<file path="src/rtl/sense_scheduler.sv">
// ============================================================================
// Module   : sense_scheduler
// Purpose  : Time-multiplexes the shared 8-bit sensor/camera bus between
//            periodic three-channel sensor sweeps and on-demand camera frame
//            captures, with fair arbitration when both are pending.
// Revision : 1.0 - initial release
// ============================================================================
`default_nettype none

module sense_scheduler #(
  parameter int SAMPLE_PERIOD = 1024,
  parameter int SETTLE_CYCLES = 4,
  parameter int FRAME_TIMEOUT = 4095
) (
  input  logic        clk,
  input  logic        rst_n,
  input  logic        enable,
  input  logic [7:0]  bus_data,
  input  logic        cam_href,
  input  logic        cam_vsync,
  input  logic        frame_req,
  output logic [1:0]  sensor_sel,
  output logic        sample_valid,
  output logic [7:0]  sample_data,
  output logic [1:0]  sample_id,
  output logic        pixel_valid,
  output logic [15:0] pixel_count,
  output logic        frame_done,
  output logic        frame_timeout,
  output logic        overrun,
  output logic        busy
);

  localparam int c_PW = $clog2(SAMPLE_PERIOD);
  localparam int c_SW = $clog2(SETTLE_CYCLES + 1);
  localparam int c_TW = $clog2(FRAME_TIMEOUT + 1);

  localparam logic [c_PW-1:0] c_PERIOD_LAST = c_PW'(SAMPLE_PERIOD - 1);
  localparam logic [c_SW-1:0] c_SETTLE_LAST = c_SW'(SETTLE_CYCLES - 1);
  localparam logic [c_TW-1:0] c_TOUT_LAST   = c_TW'(FRAME_TIMEOUT - 1);
  localparam logic [1:0]      c_LAST_ID     = 2'd2;

  typedef enum logic [2:0] {
    S_IDLE          = 3'd0,
    S_SETTLE        = 3'd1,
    S_SAMPLE        = 3'd2,
    S_FRAME_WAIT    = 3'd3,
    S_FRAME_CAPTURE = 3'd4
  } state_t;

  state_t            state_q, state_d;
  logic [c_PW-1:0]   period_q, period_d;
  logic [c_SW-1:0]   settle_q, settle_d;
  logic [c_TW-1:0]   tout_q, tout_d;
  logic [1:0]        id_q, id_d;
  logic              sweep_pend_q, sweep_pend_d;
  logic              frame_pend_q, frame_pend_d;
  logic              last_frame_q, last_frame_d;   // 1: frame was served last
  logic              overrun_q, overrun_d;
  logic              vsync_q, vsync_d;
  logic              sample_valid_q, sample_valid_d;
  logic [7:0]        sample_data_q, sample_data_d;
  logic [1:0]        sample_id_q, sample_id_d;
  logic [15:0]       pixel_count_q, pixel_count_d;
  logic              frame_done_q, frame_done_d;
  logic              frame_timeout_q, frame_timeout_d;

  logic wrap, vs_fall, vs_rise, start_sweep, start_frame;

  // Next-state logic: period counter, pending flags, FSM and output strobes.
  always_comb begin
    state_d         = state_q;
    period_d        = period_q;
    settle_d        = settle_q;
    tout_d          = tout_q;
    id_d            = id_q;
    sweep_pend_d    = sweep_pend_q;
    frame_pend_d    = frame_pend_q;
    last_frame_d    = last_frame_q;
    overrun_d       = overrun_q;
    vsync_d         = cam_vsync;
    sample_valid_d  = 1'b0;
    sample_data_d   = sample_data_q;
    sample_id_d     = sample_id_q;
    pixel_count_d   = pixel_count_q;
    frame_done_d    = 1'b0;
    frame_timeout_d = 1'b0;
    start_sweep     = 1'b0;
    start_frame     = 1'b0;

    wrap    = enable && (period_q == c_PERIOD_LAST);
    vs_fall = vsync_q && !cam_vsync;
    vs_rise = !vsync_q && cam_vsync;

    if (enable) begin
      period_d = wrap ? '0 : period_q + 1'b1;
    end

    case (state_q)
      S_IDLE: begin
        if (enable) begin
          // When both are pending, alternate away from the type served last.
          if (sweep_pend_q && (!frame_pend_q || last_frame_q)) begin
            start_sweep = 1'b1;
          end else if (frame_pend_q) begin
            start_frame = 1'b1;
          end
        end
        if (start_sweep) begin
          state_d      = S_SETTLE;
          id_d         = 2'd0;
          settle_d     = '0;
          last_frame_d = 1'b0;
          sweep_pend_d = 1'b0;
        end else if (start_frame) begin
          state_d      = S_FRAME_WAIT;
          tout_d       = '0;
          last_frame_d = 1'b1;
          frame_pend_d = 1'b0;
        end
      end
      S_SETTLE: begin
        if (settle_q == c_SETTLE_LAST) begin
          state_d = S_SAMPLE;
        end else begin
          settle_d = settle_q + 1'b1;
        end
      end
      S_SAMPLE: begin
        sample_data_d  = bus_data;
        sample_id_d    = id_q;
        sample_valid_d = 1'b1;
        if (id_q == c_LAST_ID) begin
          state_d = S_IDLE;
          id_d    = 2'd0;
        end else begin
          state_d  = S_SETTLE;
          id_d     = id_q + 2'd1;
          settle_d = '0;
        end
      end
      S_FRAME_WAIT: begin
        // A vsync fall on the final wait cycle still starts the frame.
        if (vs_fall) begin
          state_d       = S_FRAME_CAPTURE;
          pixel_count_d = '0;
        end else if (tout_q == c_TOUT_LAST) begin
          state_d         = S_IDLE;
          frame_timeout_d = 1'b1;
        end else begin
          tout_d = tout_q + 1'b1;
        end
      end
      S_FRAME_CAPTURE: begin
        if (cam_href && (pixel_count_q != 16'hFFFF)) begin
          pixel_count_d = pixel_count_q + 16'd1;
        end
        if (vs_rise) begin
          state_d      = S_IDLE;
          frame_done_d = 1'b1;
        end
      end
      default: begin
        state_d = S_IDLE;
      end
    endcase

    // Late-arriving requests win over the clear performed on a start.
    if (wrap) begin
      if (sweep_pend_q && !start_sweep) begin
        overrun_d = 1'b1;
      end
      sweep_pend_d = 1'b1;
    end
    if (frame_req) begin
      frame_pend_d = 1'b1;
    end
  end

  // State and datapath registers with asynchronous active-low reset.
  always_ff @(posedge clk or negedge rst_n) begin
    if (!rst_n) begin
      state_q         <= S_IDLE;
      period_q        <= '0;
      settle_q        <= '0;
      tout_q          <= '0;
      id_q            <= 2'd0;
      sweep_pend_q    <= 1'b0;
      frame_pend_q    <= 1'b0;
      last_frame_q    <= 1'b1;
      overrun_q       <= 1'b0;
      vsync_q         <= 1'b0;
      sample_valid_q  <= 1'b0;
      sample_data_q   <= 8'd0;
      sample_id_q     <= 2'd0;
      pixel_count_q   <= 16'd0;
      frame_done_q    <= 1'b0;
      frame_timeout_q <= 1'b0;
    end else begin
      state_q         <= state_d;
      period_q        <= period_d;
      settle_q        <= settle_d;
      tout_q          <= tout_d;
      id_q            <= id_d;
      sweep_pend_q    <= sweep_pend_d;
      frame_pend_q    <= frame_pend_d;
      last_frame_q    <= last_frame_d;
      overrun_q       <= overrun_d;
      vsync_q         <= vsync_d;
      sample_valid_q  <= sample_valid_d;
      sample_data_q   <= sample_data_d;
      sample_id_q     <= sample_id_d;
      pixel_count_q   <= pixel_count_d;
      frame_done_q    <= frame_done_d;
      frame_timeout_q <= frame_timeout_d;
    end
  end

  assign sensor_sel    = id_q;
  assign sample_valid  = sample_valid_q;
  assign sample_data   = sample_data_q;
  assign sample_id     = sample_id_q;
  assign pixel_valid   = (state_q == S_FRAME_CAPTURE) && cam_href;
  assign pixel_count   = pixel_count_q;
  assign frame_done    = frame_done_q;
  assign frame_timeout = frame_timeout_q;
  assign overrun       = overrun_q;
  assign busy          = (state_q != S_IDLE);

endmodule

`default_nettype wire

</file>
<file path="config.mk">
export PLATFORM = sky130hd
export DESIGN_NAME = sense_scheduler
export DESIGN_NICKNAME = d
export VERILOG_FILES = /design/src/rtl/sense_scheduler.sv
export SDC_FILE = /design/constraint.sdc
export NUM_CORES = 1
export LEC_CHECK = 0
export BUFFER_PORTS_ARGS = -buffer_cell sky130_fd_sc_hd__buf_2
export CAP_MARGIN = 20
export CORE_MARGIN = 5
export CORE_UTILIZATION = 40
export DETAILED_ROUTE_END_ITERATION = 7
export PLACE_DENSITY_LB_ADDON = 0.2
export SKIP_LAST_GASP = 1
export SYNTH_ARGS = -nofsm -noshare
export SYNTH_HDL_FRONTEND = slang
export SYNTH_SLANG_ARGS = --single-unit
</file>
<file path="constraint.sdc">
create_clock -name clk -period 2.6 [get_ports clk]
set_clock_uncertainty 0.15 [all_clocks]
set_input_delay 0.26 -clock clk [delete_from_list [all_inputs] [get_ports clk]]
set_output_delay 0.26 -clock clk [all_outputs]
set_load 0.03 [all_outputs]
</file>
==> flow_summary.ini <==
[detailed_routing]
wl_per_cell_um = 13.8
ant_nets = 0
initialDrtViolationCount = 88
vias = 2760
vias_per_cell = 5.42
drtPass1Iterations = 4
drc_errors = 0
wl_mm = 7.03

[clock_tree]
path_clk_slew_ns = 0.07
cts_resized = 0
clockRootBuffer = clkbuf_8
clk_path_buf_depth = 2
insertion_delay_ns = 0.34
cts_max_level = 3
cts_inserted_buffers = 9
cts_tree = done
cts.sinks = 64

[power]
power.internal_mw = 2.33
combPwrFrac = 0.333
power_density_mw_per_mm2 = 927
p_leak_nw = 1.86
p_switching_mw = 1.41
vdd_ir_drop_max_uv = 677
pwr-share-clk = 0.280
swShare = 0.376
p_seq_frac = 0.387

[synthesis]
synth_area_per_cell_um2 = 9.84
post-synth-top-area-cell = dfrtp_1
synth-async-reset-ratio = 1.00
synth_common_cells = dfrtp_1, nand2_1, nand3_1
ys_seq_area_frac = 0.486
synth.most_common_cell = dfrtp_1
yosysWarnings = 0
synth_cell_types = 54
synth_top_area_share = 0.478
ys_ff_latch = 64
synth_edf_count = 0
ys_top_cells_by_area = dfrtp_1, nand2_1, a221o_1
syn_nets = 355
synthFlopType = dfrtp_1
netlist_instances = 335
syn-cell-area_mm2 = 0.00330

[timing]
post-route-period-util = 0.839
fin_setup_tns_ns = 0
drv_slew = 0
fmax_mhz = 458
fin_crit_ns = 2.18
finalWorstSetupSlack_ns = 0.418
setup_violations = 0
worst_pin_slew_ns = 0.683
maxSlewHeadroom = 0.541
rsz0062_at_grt = no
hold_viol = 0

[cells_and_area]
seqCellArea_mm2 = 0.00160
syn_to_final_growth_pct = 22.3
antenna_cells = 0
drive_above_1_share = 0.210
finalNetCount = 419
num-fill-cells = 771
multi_input_area_mm2 = 0.00160
utilization = 0.496

[worst_setup_path]
crit_start = state_q[0]
required_ns = 2.71
path_class = register to register
path_max_fanout = 12
r2r-start = state_q[0]
cp-start-kind = register
end_kind = register
arrival_ns = 2.29

[global_routing]
track_usage = 0.147
grt_pass1_wl_mm = 12.0
grt_pass1_vias = 2615
grt_max_degree = 38
antenna_found_initial = 0
grt-ovfl-total = 0

[hold_path]
hp-start = enable
hold_path_class = input port to register

[floorplan]
core.rowCount = 33
ios = 48
die-area_mm2 = 0.0102
start_util = 0.405
die_x_um = 101
core-area_mm2 = 0.00813
die_h_um = 101

[flow_run]
max-cap-violations = 0

[placement]
io_buffers = 47
preCtsSetupSlack_ns = 0.428
place.gp.congestion = 0.817
dp_hpwl_mm = 4.89

[outcome]
status = completed
worst max-delay path, stage by stage (launching register included):
cell and delay [ns]:
dfrtp_1 0.49, nand4bb_4 0.32, or3_1 0.50, or4_1 0.49, a21oi_1 0.15
metal layers:
layer / track usage / wire, µm / vias to the layer above
li1: - / - / 1376
met1: 0.196 / 3320 / 1309
met2: 0.232 / 3250 / 66
met3: 0.0353 / 372 / 9
met4: 0.0528 / 96 / 0
met5: 0 / 0 / -
layout by cell type, fill, tap and decap left out, drive strengths merged, types with 2 or more instances in the layout:
master and n:
clkbuf 9, nor2b 4, nor2 13, nand2b 6
o211ai 5, or3 3, clkinv 3, o31ai 6
buf 54, nand4 12, and2 6, mux2 5
inv 12, or4 9, and4 2, a211oi 2
bufinv 3, ha 6, xor2 4, nand2 57
o21ai 10, a31o 2, nand3 17, xnor2 5
dlygate4sd3 11, a221o 10, dfrtp 63, o2111ai 2
nor4 6, and3 9, a21o 3, nor3 14
mux2i 7, a21oi 8
state kept, by name, indices dropped and copies added, names as in the netlist, 2 cells and up:
| signal | flops |
|---|---|
| tout_q | 12 |
| sensor_sel | 2 |
| period_q | 10 |
| sample_data | 8 |
| sample_id | 2 |
| state_q | 3 |
| pixel_count | 16 |
| settle_q | 3 |
final cells by class:
cell class / instances / area share
inverter: 12 / 0.0112
clock buffer: 9 / 0.0307
multi-input combinational: 247 / 0.396
sequential: 64 / 0.398
clock inverter: 7 / 0.0298
timing repair buffer: 65 / 0.102
tap: 105 / 0.0326
power by group through the flow:
stage                     logic [mW]  registers [mW]  clock network, mW
after floorplan                0.724            1.62                  0
after global placement          1.23            1.46                  0
after detailed placement        1.25            1.46                  0
after CTS                       1.26            1.45               1.07
after global routing            1.39            1.49               1.12
final                           1.25            1.44               1.05
cell families (layout without fill, tap and decap cells):
family	Yosys count	in the layout	share of synthesized area
AND/OR/NAND/NOR	162	162	0.266
adder cells (fa/ha/maj)	6	6	0.0228
AO/OA/AOI/OAI	58	58	0.134
multiplexers	12	12	0.0383
flip-flops	64	64	0.486
XOR/XNOR	9	9	0.0239
buffers and inverters	24	93	0.0289
stage by stage:
stage                     hold slack [ns]  power (mW)  std cells  area (µm²)
after global routing                0.137        3.99        509        4030
after global placement              0.178        2.68        482        3680
after CTS                           0.113        3.78        509        4030
after detailed placement            0.180        2.71        482        3680
final                               0.127        3.74        509        4030
after floorplan                    -0.186        2.34        335        3300
path summary, 6_finish.rpt:
check	to	slack, ns	cells after the start
min in group asynchronous	pixel_count[5]	0.33	2
max in group asynchronous	last_frame_q	1.29	3
setup / recovery	pixel_count[15]	0.42	4
setup reg to reg	pixel_count[15]	0.42	4
hold reg to reg	sample_data[6]	0.33	2
hold / removal	period_q[2]	0.13	3
repair_timing:
action                    CTS  global route
hold endpoints to repair   37             0
hold buffers               11             0
buffers inserted            0             0
No activity file was read; power rests on OpenSTA's default activity.
